<file path="config.mk">
export PLATFORM = sky130hd
export DESIGN_NAME = fifo_uart_tx
export DESIGN_NICKNAME = d
export VERILOG_FILES = /design/src/rtl/fifo_uart_pkg.sv /design/src/rtl/fifo_uart_tx_bit_timer.sv /design/src/rtl/fifo_uart_tx.sv
export SDC_FILE = /design/constraint.sdc
export NUM_CORES = 1
export LEC_CHECK = 0
export ABC_AREA = 0
export ABC_CLOCK_PERIOD_IN_PS = 3100
export CAP_MARGIN = 20
export CORE_ASPECT_RATIO = 1.5
export CORE_MARGIN = 5
export CORE_UTILIZATION = 56
export CTS_CLUSTER_SIZE = 12
export DETAILED_ROUTE_END_ITERATION = 10
export GPL_ROUTABILITY_DRIVEN = 0
export MAX_ROUTING_LAYER = met4
export PLACE_DENSITY = 0.84
export SYNTH_ARGS = -nofsm -noshare
export SYNTH_HDL_FRONTEND = slang
export SYNTH_HIERARCHICAL = 1
export SYNTH_SLANG_ARGS = --single-unit
</file>
<file path="constraint.sdc">
create_clock -name clk -period 3.1 [get_ports clk]
set_clock_uncertainty 0.1 [all_clocks]
set_input_delay 0.465 -clock clk [delete_from_list [all_inputs] [get_ports clk]]
set_output_delay 0.465 -clock clk [all_outputs]
set_load 0.1 [all_outputs]
</file>
<file path="src/rtl/fifo_uart_pkg.sv">
// Shared types and constants for the FIFO-fed serial transmitter.
package fifo_uart_pkg;

    typedef enum logic [2:0] {
        IDLE,
        FETCH,
        LOAD,
        START,
        DATA,
        PARITY,
        STOP
    } tx_state_t;

    localparam int   DATA_BITS   = 8;
    localparam logic IDLE_LEVEL  = 1'b1;
    localparam logic START_LEVEL = 1'b0;

endpackage

</file>
<file path="src/rtl/fifo_uart_tx_bit_timer.sv">
// Bit-period timer: counts 0..CLKS_PER_BIT-1 and flags the last cycle of each bit.
module tx_bit_timer #(
    parameter int CLKS_PER_BIT = 16
) (
    input  logic clk,
    input  logic rst,
    input  logic clear,
    output logic bit_end
);

    localparam int            W    = (CLKS_PER_BIT > 1) ? $clog2(CLKS_PER_BIT) : 1;
    localparam logic [W-1:0]  LAST = W'(CLKS_PER_BIT - 1);

    logic [W-1:0] cnt_q, cnt_d;

    assign bit_end = (cnt_q == LAST);

    always_comb begin
        cnt_d = bit_end ? '0 : cnt_q + 1'b1;
        if (clear) begin
            cnt_d = '0;
        end
    end

    always_ff @(posedge clk) begin
        if (rst) begin
            cnt_q <= '0;
        end else begin
            cnt_q <= cnt_d;
        end
    end

endmodule

</file>
<file path="src/rtl/fifo_uart_tx.sv">
// Drains a byte FIFO onto an asynchronous serial line: start, 8 data bits LSB-first,
// optional parity, 1 or 2 stop bits.
module fifo_uart_tx
    import fifo_uart_pkg::*;
#(
    parameter int CLKS_PER_BIT = 16,
    parameter int PARITY_EN    = 0,
    parameter int PARITY_ODD   = 0,
    parameter int STOP_BITS    = 1
) (
    input  logic        clk,
    input  logic        rst,
    input  logic        tx_en,
    input  logic        fifo_empty,
    input  logic [7:0]  fifo_rdata,
    output logic        fifo_rd_en,
    output logic        tx,
    output logic        busy,
    output logic        byte_done,
    output logic [15:0] tx_count
);

    tx_state_t            state_q, state_d;
    logic [DATA_BITS-1:0] shift_q, shift_d;
    logic                 parity_q, parity_d;
    logic [2:0]           bit_idx_q, bit_idx_d;
    logic [15:0]          count_q, count_d;
    logic                 bit_end;
    logic                 timer_clear;
    logic                 last_stop;

    // Timer is held at zero outside the serial bit periods so START always gets a full bit.
    assign timer_clear = (state_q == IDLE) || (state_q == FETCH) || (state_q == LOAD);

    tx_bit_timer #(
        .CLKS_PER_BIT(CLKS_PER_BIT)
    ) u_timer (
        .clk    (clk),
        .rst    (rst),
        .clear  (timer_clear),
        .bit_end(bit_end)
    );

    // The bit counter doubles as the stop-bit counter once data bits are done.
    assign last_stop = (state_q == STOP) && bit_end && (bit_idx_q == 3'(STOP_BITS - 1));

    always_comb begin
        state_d   = state_q;
        shift_d   = shift_q;
        parity_d  = parity_q;
        bit_idx_d = bit_idx_q;
        count_d   = count_q;
        case (state_q)
            IDLE: begin
                if (tx_en && !fifo_empty) begin
                    state_d = FETCH;
                end
            end
            FETCH: state_d = LOAD;
            LOAD: begin
                shift_d  = fifo_rdata;
                parity_d = (^fifo_rdata) ^ (PARITY_ODD != 0);
                state_d  = START;
            end
            START: begin
                if (bit_end) begin
                    state_d = DATA;
                end
            end
            DATA: begin
                if (bit_end) begin
                    shift_d   = shift_q >> 1;
                    bit_idx_d = bit_idx_q + 3'd1;
                    if (bit_idx_q == 3'(DATA_BITS - 1)) begin
                        state_d = (PARITY_EN != 0) ? PARITY : STOP;
                    end
                end
            end
            PARITY: begin
                if (bit_end) begin
                    state_d = STOP;
                end
            end
            STOP: begin
                if (last_stop) begin
                    state_d   = IDLE;
                    bit_idx_d = '0;
                    count_d   = count_q + 16'd1;
                end else if (bit_end) begin
                    bit_idx_d = bit_idx_q + 3'd1;
                end
            end
            default: state_d = IDLE;
        endcase
    end

    always_ff @(posedge clk) begin
        if (rst) begin
            state_q   <= IDLE;
            shift_q   <= '0;
            parity_q  <= 1'b0;
            bit_idx_q <= '0;
            count_q   <= '0;
        end else begin
            state_q   <= state_d;
            shift_q   <= shift_d;
            parity_q  <= parity_d;
            bit_idx_q <= bit_idx_d;
            count_q   <= count_d;
        end
    end

    always_comb begin
        tx = IDLE_LEVEL;
        case (state_q)
            START:   tx = START_LEVEL;
            DATA:    tx = shift_q[0];
            PARITY:  tx = parity_q;
            default: tx = IDLE_LEVEL;
        endcase
    end

    assign fifo_rd_en = (state_q == FETCH);
    assign busy       = (state_q != IDLE);
    assign byte_done  = last_stop;
    assign tx_count   = count_q;

endmodule

</file>
# Word-level counts from Yosys, hierarchy flattened
# Cells that the tools add are included.
[classes]
add_sub_neg = 3
eq_ne = 14
n_mux = 13
n_reduce_logical = 16
[ops]
columns = ["op", "n"]
rows = [
  ["$mux W3", 8],
  ["$pmux W3 S7", 1],
  ["$add A16 B1 Y16 const B", 1],
  ["$pmux W8 S2", 1],
  ["$eq A3 B3 Y1 const B", 4],
  ["$ne A2 B2 Y1 const B", 5],
  ["$mux W8", 1],
  ["$reduce_xor A8 Y1", 1],
  ["$eq A3 B2 Y1 const B", 2],
  ["$logic_not A3 Y1", 2],
  ["$pmux W3 S2", 1],
  ["$reduce_and A6 Y1", 1],
  ["$add A4 B1 Y4 const B", 1],
  ["$eq A4 B4 Y1 const B", 1],
  ["$reduce_and A2 Y1", 2],
  ["$reduce_bool A2 Y1", 2],
  ["$add A3 B1 Y3 const B", 1],
  ["$eq A3 B1 Y1 const B", 1],
  ["$logic_and A1 B1 Y1", 3],
  ["$pmux W1 S3", 1],
  ["$reduce_bool A3 Y1", 1],
  ["$reduce_or A3 Y1", 1],
  ["$logic_or A1 B1 Y1", 2],
  ["$ne A2 B1 Y1 const B", 1],
  ["$logic_not A1 Y1", 1],
]
[totals]
regBits = 35
input_bits = 12
output_inout_bits = 20
word_cells = 52

# Logic depth before layout (Yosys ltp)
[logic_depth]
word_depth = 5
depth_mapped = 8
mapped_depth_nobuf = 6

# By module
# The synthesis kept the hierarchy.
[modules_own_cells]
columns = ["mod", "n_inst", "cells_per_inst", "area_each_um2", "seq_area_each_um2"]
rows = [
  ["fifo_uart_tx", 1, 189, 1649.1, 620.6],
  ["tx_bit_timer", 1, 15, 160.2, 80.1],
]

# Worst setup path before layout
# OpenSTA, ideal clock, no wires.
[synth_timing]
path_type = "register to output"
start = "register state_q[0]"
end = "output fifo_rd_en"
arrival_time_ns = 3.007
required_time_ns = 2.535
slack_ns = -0.472
path_stages_with_launch = 4
path_buffers = 2
cell_sequence = "dfxtp_1 > clkbuf_1 > clkbuf_1 > nor3b_1"
[synth_between]
elab_chain_cells = 1
[synth_lines]
columns = ["item", "line", "rtl"]
rows = [
  ["start: declaration", "fifo_uart_tx.sv:23", "tx_state_t state_q, state_d;"],
  ["start signal: assignment", "fifo_uart_tx.sv:105", "state_q <= state_d;"],
  ["$eq A3 B1 Y1", "fifo_uart_tx.sv:123", "assign fifo_rd_en = (state_q == FETCH);"],
  ["end: declaration", "fifo_uart_tx.sv:16", "output logic fifo_rd_en,"],
]
# Every way passes these cells.

# Final worst setup path
[layout_timing]
start = "register u_timer.cnt_q[0]"
end = "output byte_done"
[layout_between]
elab_chain_cells = 3
[layout_lines]
columns = ["item", "line", "rtl"]
rows = [
  ["start: declaration", "fifo_uart_tx_bit_timer.sv:14", "logic [W-1:0] cnt_q, cnt_d;"],
  ["start signal: assignment", "fifo_uart_tx_bit_timer.sv:29", "cnt_q <= cnt_d;"],
  ["$eq A4 B4 Y1", "fifo_uart_tx_bit_timer.sv:16", "assign bit_end = (cnt_q == LAST);"],
  ["via bit_end", "fifo_uart_tx.sv:28", "logic bit_end;"],
  ["$logic_and A1 B1 Y1 (2 in a row)", "fifo_uart_tx.sv:45", "assign last_stop = (state_q == STOP) && bit_end && (bit_idx_q == 3'(STOP_BITS - 1));"],
  ["end: declaration", "fifo_uart_tx.sv:19", "output logic byte_done,"],
]
# The timed path passes the listed nets, and every way through them passes these cells.

==> summary.txt <==
Status: complete, no violations
CTS tree: done
Total GRT Usage: 17.8%
Net Sw Power: 0.000266 W
Power Density: 454 mW/mm^2
Commonest cells after routing, fill and taps aside: dfxtp_1, nor2_1, buf_4
H-tree depth: 2
Fmax: 388 MHz
Switch share: 26.8%
Tcrit/Tclk final: 83.1%
CP Capture Type: output pin
Vias per cell: 5.78
Final Critical Period: 2.58 ns
Logic pwr share: 14.3%
1st-iter DRT viols: 18
Syn nets: 221
Pint: 0.000727 W
CTS Root Cell: clkbuf_8
Synth Warn #: 6
Cts hold-fix bufs: 0
Leakage power: 0.828 nW
Clk network pwr share: 36.5%
CTS Buf Count: 5
Die Span Y: 79.6 microns
Initial antenna violation count: 0
Crit path launch type: register
Seq/Total Area, Yosys: 38.7%
DRT Pass-1 Iters: 4
Drt wl/cell: 13.2 microns
Core Region: 0.00313 sq mm
Commonest non-fill, non-tap cell in the layout: dfxtp_1
Vias: 1572
Cell Rows: 25
Main synth FF type: dfxtp_1
Post-layout nets: 248
Ratio of cells with drive above 1 in the final layout: 17.7%
Antenna diodes: 0
Post-CTS Setup Bufs: 0
First-pass GRT wire length: 6080 microns
Number of synthesized flops with an enable pin: 0
Asr flop ratio synth: 0%
Sequential power share: 49.1%
Die area: 0.00449 sq mm
Final hold slack: 0.342 ns
# port buffers: 31
Clk buf depth: 2
Synthesized area: 0.00181 sq mm
Setup tns final: 0 ns
P&R area growth vs syn: 20.8%
Total Routed Length: 3600 microns
FF+latch count, synth: 35
Yosys cell types: 46
Crit Path Max Fanout: 9
Fin. max-slew vios: 0
Antenna Violating Nets Remaining: 0
RSZ-0062 raised after global routing: no
VDD IR-drop max: 380 uV
CTS Sinks: 35
Largest net degree at the start of global routing: 19
Post-cts repair resize count: 0
GRT overflow: 0
Vias in the first global route: 1389
Skew-Pair Late Insertion Delay: 0.29 ns
Starting Density: 57.8%
Mean Syn Cell Area: 8.87 sq um
Req. time, crit path: 2.53 ns
Hold Crit Class: reg2reg
I/O pins: 32
Relative slew slack: 61.1%
DIE WIDTH: 56.4 microns
Cells after Synth: 204
Worst EP arrival: 2.01 ns
Final setup fails: 0
DRC Markers: 0
Fin. Hold Viols: 0
Max_cap viols: 0
DP HPWL: 2600 microns
Critical path class: reg2out
Slew @ Worst Pin: 0.582 ns
CTS clock-pin slew for the worst setup and hold paths: 0.07 ns
[routing by layer]
metal	GRT usage (%)	part of all wire (%)	routed length (microns)
met5	-	0	0
met4	8.55	1.9	70
met3	5.02	5.3	192
met2	32.6	54	1950
met1	16.9	39	1390
[worst max-delay path: stages, from the launching register on]
cell	delay, ns
dfxtp_1	0.35
ha_1	0.19
and3_4	0.24
and4b_1	0.43
and2_1	0.30
buf_12	0.21
[per-stage QoR]
step / total power (W) / area [sq um] / worst slack (ns) / cells / util, %
2_1_floorplan: 0.000603 / 1810 / 0.168 / 204 / -
3_3_place_gp: 0.000634 / 2090 / 0.865 / 264 / 66.7
3_5_place_dp: 0.000639 / 2090 / 0.829 / 264 / 66.7
4_1_cts: 0.00100 / 2190 / 0.506 / 272 / 69.9
5_1_grt: 0.00104 / 2190 / 0.376 / 272 / 69.9
6_report: 0.000992 / 2190 / 0.523 / 272 / 69.9
[flip-flops by register name (all words and copies together) (netlist names)]
signal	count
tx_count	16
shift_q	8
u_timer/cnt_q	4
bit_idx_q	3
state_q	3
parity_q	1
[power groups by stage]
stage	Combinational, W	Clock (W)	Sequential [W]
2_1_floorplan	0.000121	0	0.000482
3_3_place_gp	0.000137	0	0.000496
3_5_place_dp	0.000141	0	0.000497
4_1_cts	0.000144	0.000374	0.000487
5_1_grt	0.000154	0.000397	0.000490
6_report	0.000142	0.000363	0.000487
[layout make-up]
cell class | instances | area, sq um
Clock buffer | 8 | 100
Multi-Input combinational cell | 150 | 1020
Tap cell | 40 | 50.0
Timing Repair Buffer | 33 | 288
Sequential cell | 35 | 701
Fill cell | 269 | 942
Inverter | 6 | 22.5
[kinds of logic after synthesis]
| kind of cell | share of synthesized area (%) |
|---|---|
| AOI/OAI and AO/OA | 13.8 |
| and+or+nand+nor | 26.4 |
| DFF | 38.7 |
| adders and majority gates | 3.46 |
| muxes | 4.98 |
| buffers and inverters | 4.91 |
| xor gates and xnor gates | 7.75 |
[cell usage after synthesis (2+ instances only)]
cell type  instances  share of area [%]
nand3_1            7                1.9
xnor2_1           10                4.8
dfxtp_1           35                 39
o31ai_1            5                2.1
ha_1               5                3.5
o21ai_0            5                1.4
nor2b_1            4                1.4
mux2i_1            9                5.0
or3_1              3                1.0
nand3b_1           2               0.83
buf_4              2               0.83
inv_1              6                1.2
a211oi_1           9                3.7
xor2_1             6                2.9
nand2b_1           2               0.69
and4b_1            2                1.1
a31oi_1            2               0.69
buf_2              2               0.55
and2b_1            2               0.83
nand2_1            6                1.2
a21oi_1           15                4.1
and2_1             2               0.69
nand4_1            3                1.0
nor3b_1            2               0.83
clkbuf_1           8                1.7
or4_1              5                2.1
nor3_1             3               0.83
nor2_1            24                5.0
[final timing paths]
path | startpoint | endpoint | slack [ns] | depth (start not counted)
min | u_timer/cnt_q[0]$_SDFF_PP0_ | u_timer/cnt_q[0]$_SDFF_PP0_ | 0.34 | 1
max reg2reg | u_timer/cnt_q[0]$_SDFF_PP0_ | tx_count[9]$_SDFFE_PP0P_ | 0.86 | 6
max | u_timer/cnt_q[0]$_SDFF_PP0_ | byte_done | 0.52 | 5
min reg2reg | u_timer/cnt_q[0]$_SDFF_PP0_ | u_timer/cnt_q[0]$_SDFF_PP0_ | 0.34 | 1
Power figures use the tool's default switching activity.
